===== config.mk =====
export PLATFORM = sky130hd
export DESIGN_NAME = uart_prot_rx
export DESIGN_NICKNAME = d
export VERILOG_FILES = /design/src/rtl/uart_prot_rx.sv
export SDC_FILE = /design/constraint.sdc
export NUM_CORES = 1
export LEC_CHECK = 0
export CELL_PAD_IN_SITES_DETAIL_PLACEMENT = 1
export CELL_PAD_IN_SITES_GLOBAL_PLACEMENT = 2
export CORE_ASPECT_RATIO = 0.75
export CORE_UTILIZATION = 39
export CTS_BUF_LIST = sky130_fd_sc_hd__clkbuf_2 sky130_fd_sc_hd__clkbuf_4 sky130_fd_sc_hd__clkbuf_8
export CTS_CLUSTER_DIAMETER = 200
export DETAILED_ROUTE_END_ITERATION = 10
export GPL_TIMING_DRIVEN = 0
export PLACE_DENSITY = 0.8
export SLEW_MARGIN = 20
export SYNTH_ARGS = -nofsm -noshare
export SYNTH_HDL_FRONTEND = slang
export SYNTH_SLANG_ARGS = --single-unit

===== constraint.sdc =====
create_clock -name clk -period 3.3 [get_ports clk]
set_input_delay 0.66 -clock clk [delete_from_list [all_inputs] [get_ports clk]]
set_output_delay 0.66 -clock clk [all_outputs]
set_load 0.02 [all_outputs]

===== src/rtl/uart_prot_rx.sv =====
// rtl/uart_prot_rx.sv - 8N1 UART receiver feeding the protocol-trigger comparator
module uart_prot_rx #(
    parameter int DATA_W = 8,
    parameter int BAUD_W = 16
) (
    input  logic              clk,
    input  logic              rst_n,
    input  logic              RX,
    input  logic [BAUD_W-1:0] baud_cnt,
    output logic [DATA_W-1:0] serial_data,
    output logic              serial_vld,
    output logic              frm_err
);

    typedef enum logic [1:0] {IDLE, START, DATA, DONE} state_t;

    localparam logic [3:0] LAST_BIT = 4'(DATA_W + 1);

    state_t            state, state_nxt;
    logic              rx_s1, rx_s2, rx_prev;
    logic              fall;
    logic [BAUD_W-1:0] bcnt, bcnt_nxt;
    logic [BAUD_W-1:0] baud_hold, baud_hold_nxt;
    logic [3:0]        bit_cnt, bit_cnt_nxt;
    logic [DATA_W:0]   shifter, shifter_nxt;
    logic [DATA_W-1:0] data_nxt;
    logic              vld_nxt, err_nxt;

    assign fall = rx_prev & ~rx_s2;

    always_comb begin
        state_nxt     = state;
        bcnt_nxt      = bcnt;
        baud_hold_nxt = baud_hold;
        bit_cnt_nxt   = bit_cnt;
        shifter_nxt   = shifter;
        data_nxt      = serial_data;
        vld_nxt       = 1'b0;
        err_nxt       = 1'b0;
        case (state)
            IDLE: begin
                if (fall) begin
                    state_nxt     = START;
                    bcnt_nxt      = baud_cnt >> 1;
                    baud_hold_nxt = baud_cnt;
                    bit_cnt_nxt   = 4'd0;
                end
            end
            START: begin
                if (bcnt == '0) begin
                    if (rx_s2) begin
                        state_nxt = IDLE;
                    end else begin
                        state_nxt   = DATA;
                        // Reload one short so each bit spans exactly baud_hold clocks
                        bcnt_nxt    = baud_hold - BAUD_W'(1);
                        bit_cnt_nxt = 4'd1;
                    end
                end else begin
                    bcnt_nxt = bcnt - BAUD_W'(1);
                end
            end
            DATA: begin
                if (bcnt == '0) begin
                    shifter_nxt = {rx_s2, shifter[DATA_W:1]};
                    bcnt_nxt    = baud_hold - BAUD_W'(1);
                    bit_cnt_nxt = bit_cnt + 4'd1;
                    if (bit_cnt == LAST_BIT) begin
                        state_nxt = DONE;
                    end
                end else begin
                    bcnt_nxt = bcnt - BAUD_W'(1);
                end
            end
            DONE: begin
                if (shifter[DATA_W]) begin
                    data_nxt = shifter[DATA_W-1:0];
                    vld_nxt  = 1'b1;
                end else begin
                    err_nxt = 1'b1;
                end
                state_nxt = IDLE;
                // A start edge landing in DONE begins the next frame with no dead time
                if (fall) begin
                    state_nxt     = START;
                    bcnt_nxt      = baud_cnt >> 1;
                    baud_hold_nxt = baud_cnt;
                    bit_cnt_nxt   = 4'd0;
                end
            end
            default: state_nxt = IDLE;
        endcase
    end

    always_ff @(posedge clk or negedge rst_n) begin
        if (!rst_n) begin
            rx_s1   <= 1'b1;
            rx_s2   <= 1'b1;
            rx_prev <= 1'b1;
        end else begin
            rx_s1   <= RX;
            rx_s2   <= rx_s1;
            rx_prev <= rx_s2;
        end
    end

    always_ff @(posedge clk or negedge rst_n) begin
        if (!rst_n) begin
            state       <= IDLE;
            bcnt        <= '0;
            baud_hold   <= '0;
            bit_cnt     <= 4'd0;
            shifter     <= '0;
            serial_data <= '0;
            serial_vld  <= 1'b0;
            frm_err     <= 1'b0;
        end else begin
            state       <= state_nxt;
            bcnt        <= bcnt_nxt;
            baud_hold   <= baud_hold_nxt;
            bit_cnt     <= bit_cnt_nxt;
            shifter     <= shifter_nxt;
            serial_data <= data_nxt;
            serial_vld  <= vld_nxt;
            frm_err     <= err_nxt;
        end
    end

endmodule


==> results of run 1 <==
## sequential cells by signal (all words and copies together) (netlist names), named ones only
signal	flops
bcnt	16
rx_s2	1
state	1
serial_vld	1
baud_hold	16
serial_data	8
rx_prev	1
shifter	9
bit_cnt	4
rx_s1	1
frm_err	1
## area by class of cell
cell class | count | area (um2)
fillers | 883 | 4094
plain buffers | 10 | 46.29
flip-flops and latches | 60 | 1505
repair buffers | 29 | 297.8
inverters | 6 | 22.52
clock inverters | 5 | 61.31
multi-input cells | 232 | 1649
well taps | 105 | 131.4
clock buffers | 11 | 145.1
## layer usage
| metal | wire (um) | GRT usage [%] |
|---|---|---|
| met5 | 0 | 0 |
| met4 | 100 | 5.753 |
| met3 | 516 | 6.340 |
| met2 | 3900 | 32.45 |
| met1 | 4195 | 31.03 |
## how the worst max path moves through the flow
stage	startpoint	end	slack, ns	cells after the start
after global routing	bcnt[11]$_DFFE_PN0P_	bcnt[6]$_DFFE_PN0P_	0.02	10
after floorplan	bcnt[1]$_DFFE_PN0P_	bcnt[6]$_DFFE_PN0P_	0.93	10
after CTS	bcnt[11]$_DFFE_PN0P_	bcnt[6]$_DFFE_PN0P_	0.26	10
after detailed placement	bcnt[11]$_DFFE_PN0P_	bcnt[6]$_DFFE_PN0P_	0.29	10
final	bcnt[11]$_DFFE_PN0P_	bcnt[6]$_DFFE_PN0P_	0.24	10
after global placement	rst_n	baud_hold[0]$_DFFE_PN0P_	-0.44	1
## critical path, cell delays in order, from the launching register on
cell and delay (ns):
dfrtp_1 0.44, nor3_1 0.44, nand3_1 0.31, nor2_1 0.31, buf_2 0.31, a21oi_1 0.13, ha_1 0.22, nand2_1 0.14
a41oi_1 0.12, a221oi_1 0.35, o21ai_0 0.15
## stage by stage
step	setup TNS, ns	cell area (um2)	setup slack, ns	utilization, %	power (mW)
2_1_floorplan	0	3223	0.9292	-	2.294
3_3_place_gp	-24.96	3635	-0.4423	45.70	2.741
3_5_place_dp	0	3652	0.2894	45.93	2.792
4_1_cts	0	3859	0.2637	48.52	3.501
5_1_grt	0	3859	0.01897	48.52	3.737
6_report	0	3859	0.2420	48.52	3.479
## kinds of logic (layout without fill, tap and decap cells)
group,count (synthesis),in the layout
adder cells (fa/ha/maj),7,7
buffers and inverters,16,61
AND/OR/NAND/NOR,110,110
AO/OA/AOI/OAI,71,71
XOR/XNOR,10,10
flip-flops,60,60
multiplexers,34,34
## where the power goes
part	switching, mW	total, mW	internal (mW)
clock	0.305	0.684	0.378
combinational	0.905	1.52	0.619
sequential	0.299	1.27	0.971
## cells in the mapped netlist, types with 3 or more instances
master | n | area (um2)
mux2_2 | 29 | 326.6
dfrtp_1 | 57 | 1426
a31oi_1 | 4 | 25.02
nor2b_1 | 4 | 25.02
o211ai_1 | 3 | 22.52
ha_1 | 7 | 87.58
nor2_1 | 19 | 71.32
and3_1 | 4 | 25.02
nand3_1 | 7 | 35.03
xnor2_1 | 5 | 43.79
nand2_1 | 32 | 120.1
o21ai_0 | 18 | 90.09
or3_1 | 4 | 25.02
a22oi_1 | 5 | 37.54
nor3_1 | 11 | 55.05
inv_1 | 5 | 18.77
xor2_1 | 5 | 43.79
clkbuf_1 | 4 | 15.01
nor4_1 | 4 | 25.02
dfstp_2 | 3 | 78.83
mux2i_1 | 5 | 50.05
nand2b_1 | 6 | 37.54
buf_2 | 4 | 20.02
a21oi_1 | 13 | 65.06
==> results.json, run 1 <==
{
  "netlist_area_um2": 3223,
  "post-route-period-util_pct": 92.67,
  "grt_max_degree": 38,
  "wirelength_um": 8712,
  "initial_core_util_pct": 40.53,
  "hp-class": "input pin to asynchronous set/reset pin",
  "reg2reg_depth": 10,
  "gp_congestion": 0.8526,
  "cts_tree": "done",
  "synth_seq_cells": 60,
  "die_y_um": 80.73,
  "layout_common_cells": "dfrtp_1 (57), nand2_1 (32), mux2_2 (29)",
  "drt-vias-per-instance": 5.843,
  "area_growth_pct": 19.72,
  "skew_ns": 0.01159,
  "h-tree-depth": 3,
  "path_max_fanout": 10,
  "hold_viol_final": 0,
  "rows": 28,
  "synth_top_family_by_area": "simple AND/OR/NAND/NOR gates",
  "synthFlopType": "dfrtp_1",
  "io_pins": 29,
  "gr-total-overflow": 0,
  "syn_avg_cell_area_um2": 10.46,
  "rsz0062_at_grt": "false",
  "start_kind": "flop",
  "r2r_end": "bcnt[6]$_DFFE_PN0P_",
  "synth.distinct_cells": 64,
  "via_count": 2676,
  "slew_viol_final": 0,
  "grt_first_pass_wirelength_um": 14170,
  "placed_cells": 442,
  "powerDensity_nw_per_um2": 901.5,
  "seq_area_frac_synth_pct": 46.70,
  "yosys.area_share.simple_pct": 18.28,
  "critPathKind": "flop to flop",
  "reg2reg_slack_ns": 0.24,
  "cts.sinks": 60,
  "synth_edf_count": 0,
  "core-area_um2": 7953,
  "synth-adder-area-share_pct": 2.717,
  "vdd_drop_max_v": 0.0004283,
  "drt_iter0_drc": 176,
  "grt_pass1_vias": 2661,
  "async_reset_ff_share_pct": 100.0,
  "crit_path_end_kind": "flop",
  "max_slew.worst_pin.slew_ns": 0.8286,
  "clock.fmax_mhz": 327.0,
  "post_drt_wl_per_cell_um": 19.02,
  "setup_violations": 0,
  "synth_xor_area_share_pct": 2.717,
  "syn-num-nets": 334,
  "track_usage_pct": 21.81,
  "maxSlewHeadroom_pct": 44.25,
  "portBuffers": 28,
  "final_common_cell": "dfrtp_1",
  "dr.pass1.iters": 4,
  "whs_ns": 0.2063,
  "antenna_cells": 0,
  "clock_latency_ns": 0.35,
  "r2r-start": "bcnt[11]$_DFFE_PN0P_",
  "instances_no_fill": 458,
  "yosysWarnings": 0,
  "synth_compound_area_share_pct": 15.76,
  "worst_ep_arrival_time_ns": 3.28,
  "hold_buffers": 0,
  "drtAntennaViolNets": 0,
  "nNetsFinal": 374,
  "drive_above_1_share_pct": 20.11,
  "numCtsBuffers": 9,
  "synth_mux_area_share_pct": 11.68,
  "cp.required_ns": 3.52,
  "root_buffer": "clkbuf_8",
  "cts_resized": 0,
  "die_w_um": 107.0,
  "postCtsSetupRepairBufs": 0,
  "synthCells": 308,
  "period_needed_ns": 3.058,
  "clk_pin_slew_ns": 0.07,
  "drc": 0,
  "clk_path_buf_depth": 2,
  "status": "finished clean",
  "hpwlAfterDp_um": 6278,
  "maxCapViolCount": 0,
  "leakage_nw": 1.617,
  "antenna_found_initial": 0,
  "die_area_um2": 8636
}
Note: power is estimated with default switching activity, not from simulation.
==> run 2, diff against run 1 <==
--- a/config.mk
+++ b/config.mk
@@ -5,6 +5,7 @@
 export SDC_FILE = /design/constraint.sdc
 export NUM_CORES = 1
 export LEC_CHECK = 0
+export CAP_MARGIN = 5
 export CELL_PAD_IN_SITES_DETAIL_PLACEMENT = 1
 export CELL_PAD_IN_SITES_GLOBAL_PLACEMENT = 2
 export CORE_ASPECT_RATIO = 0.75
==> results of run 2 <==
The final DEF is identical to that of run 1; final timing and power are the same.
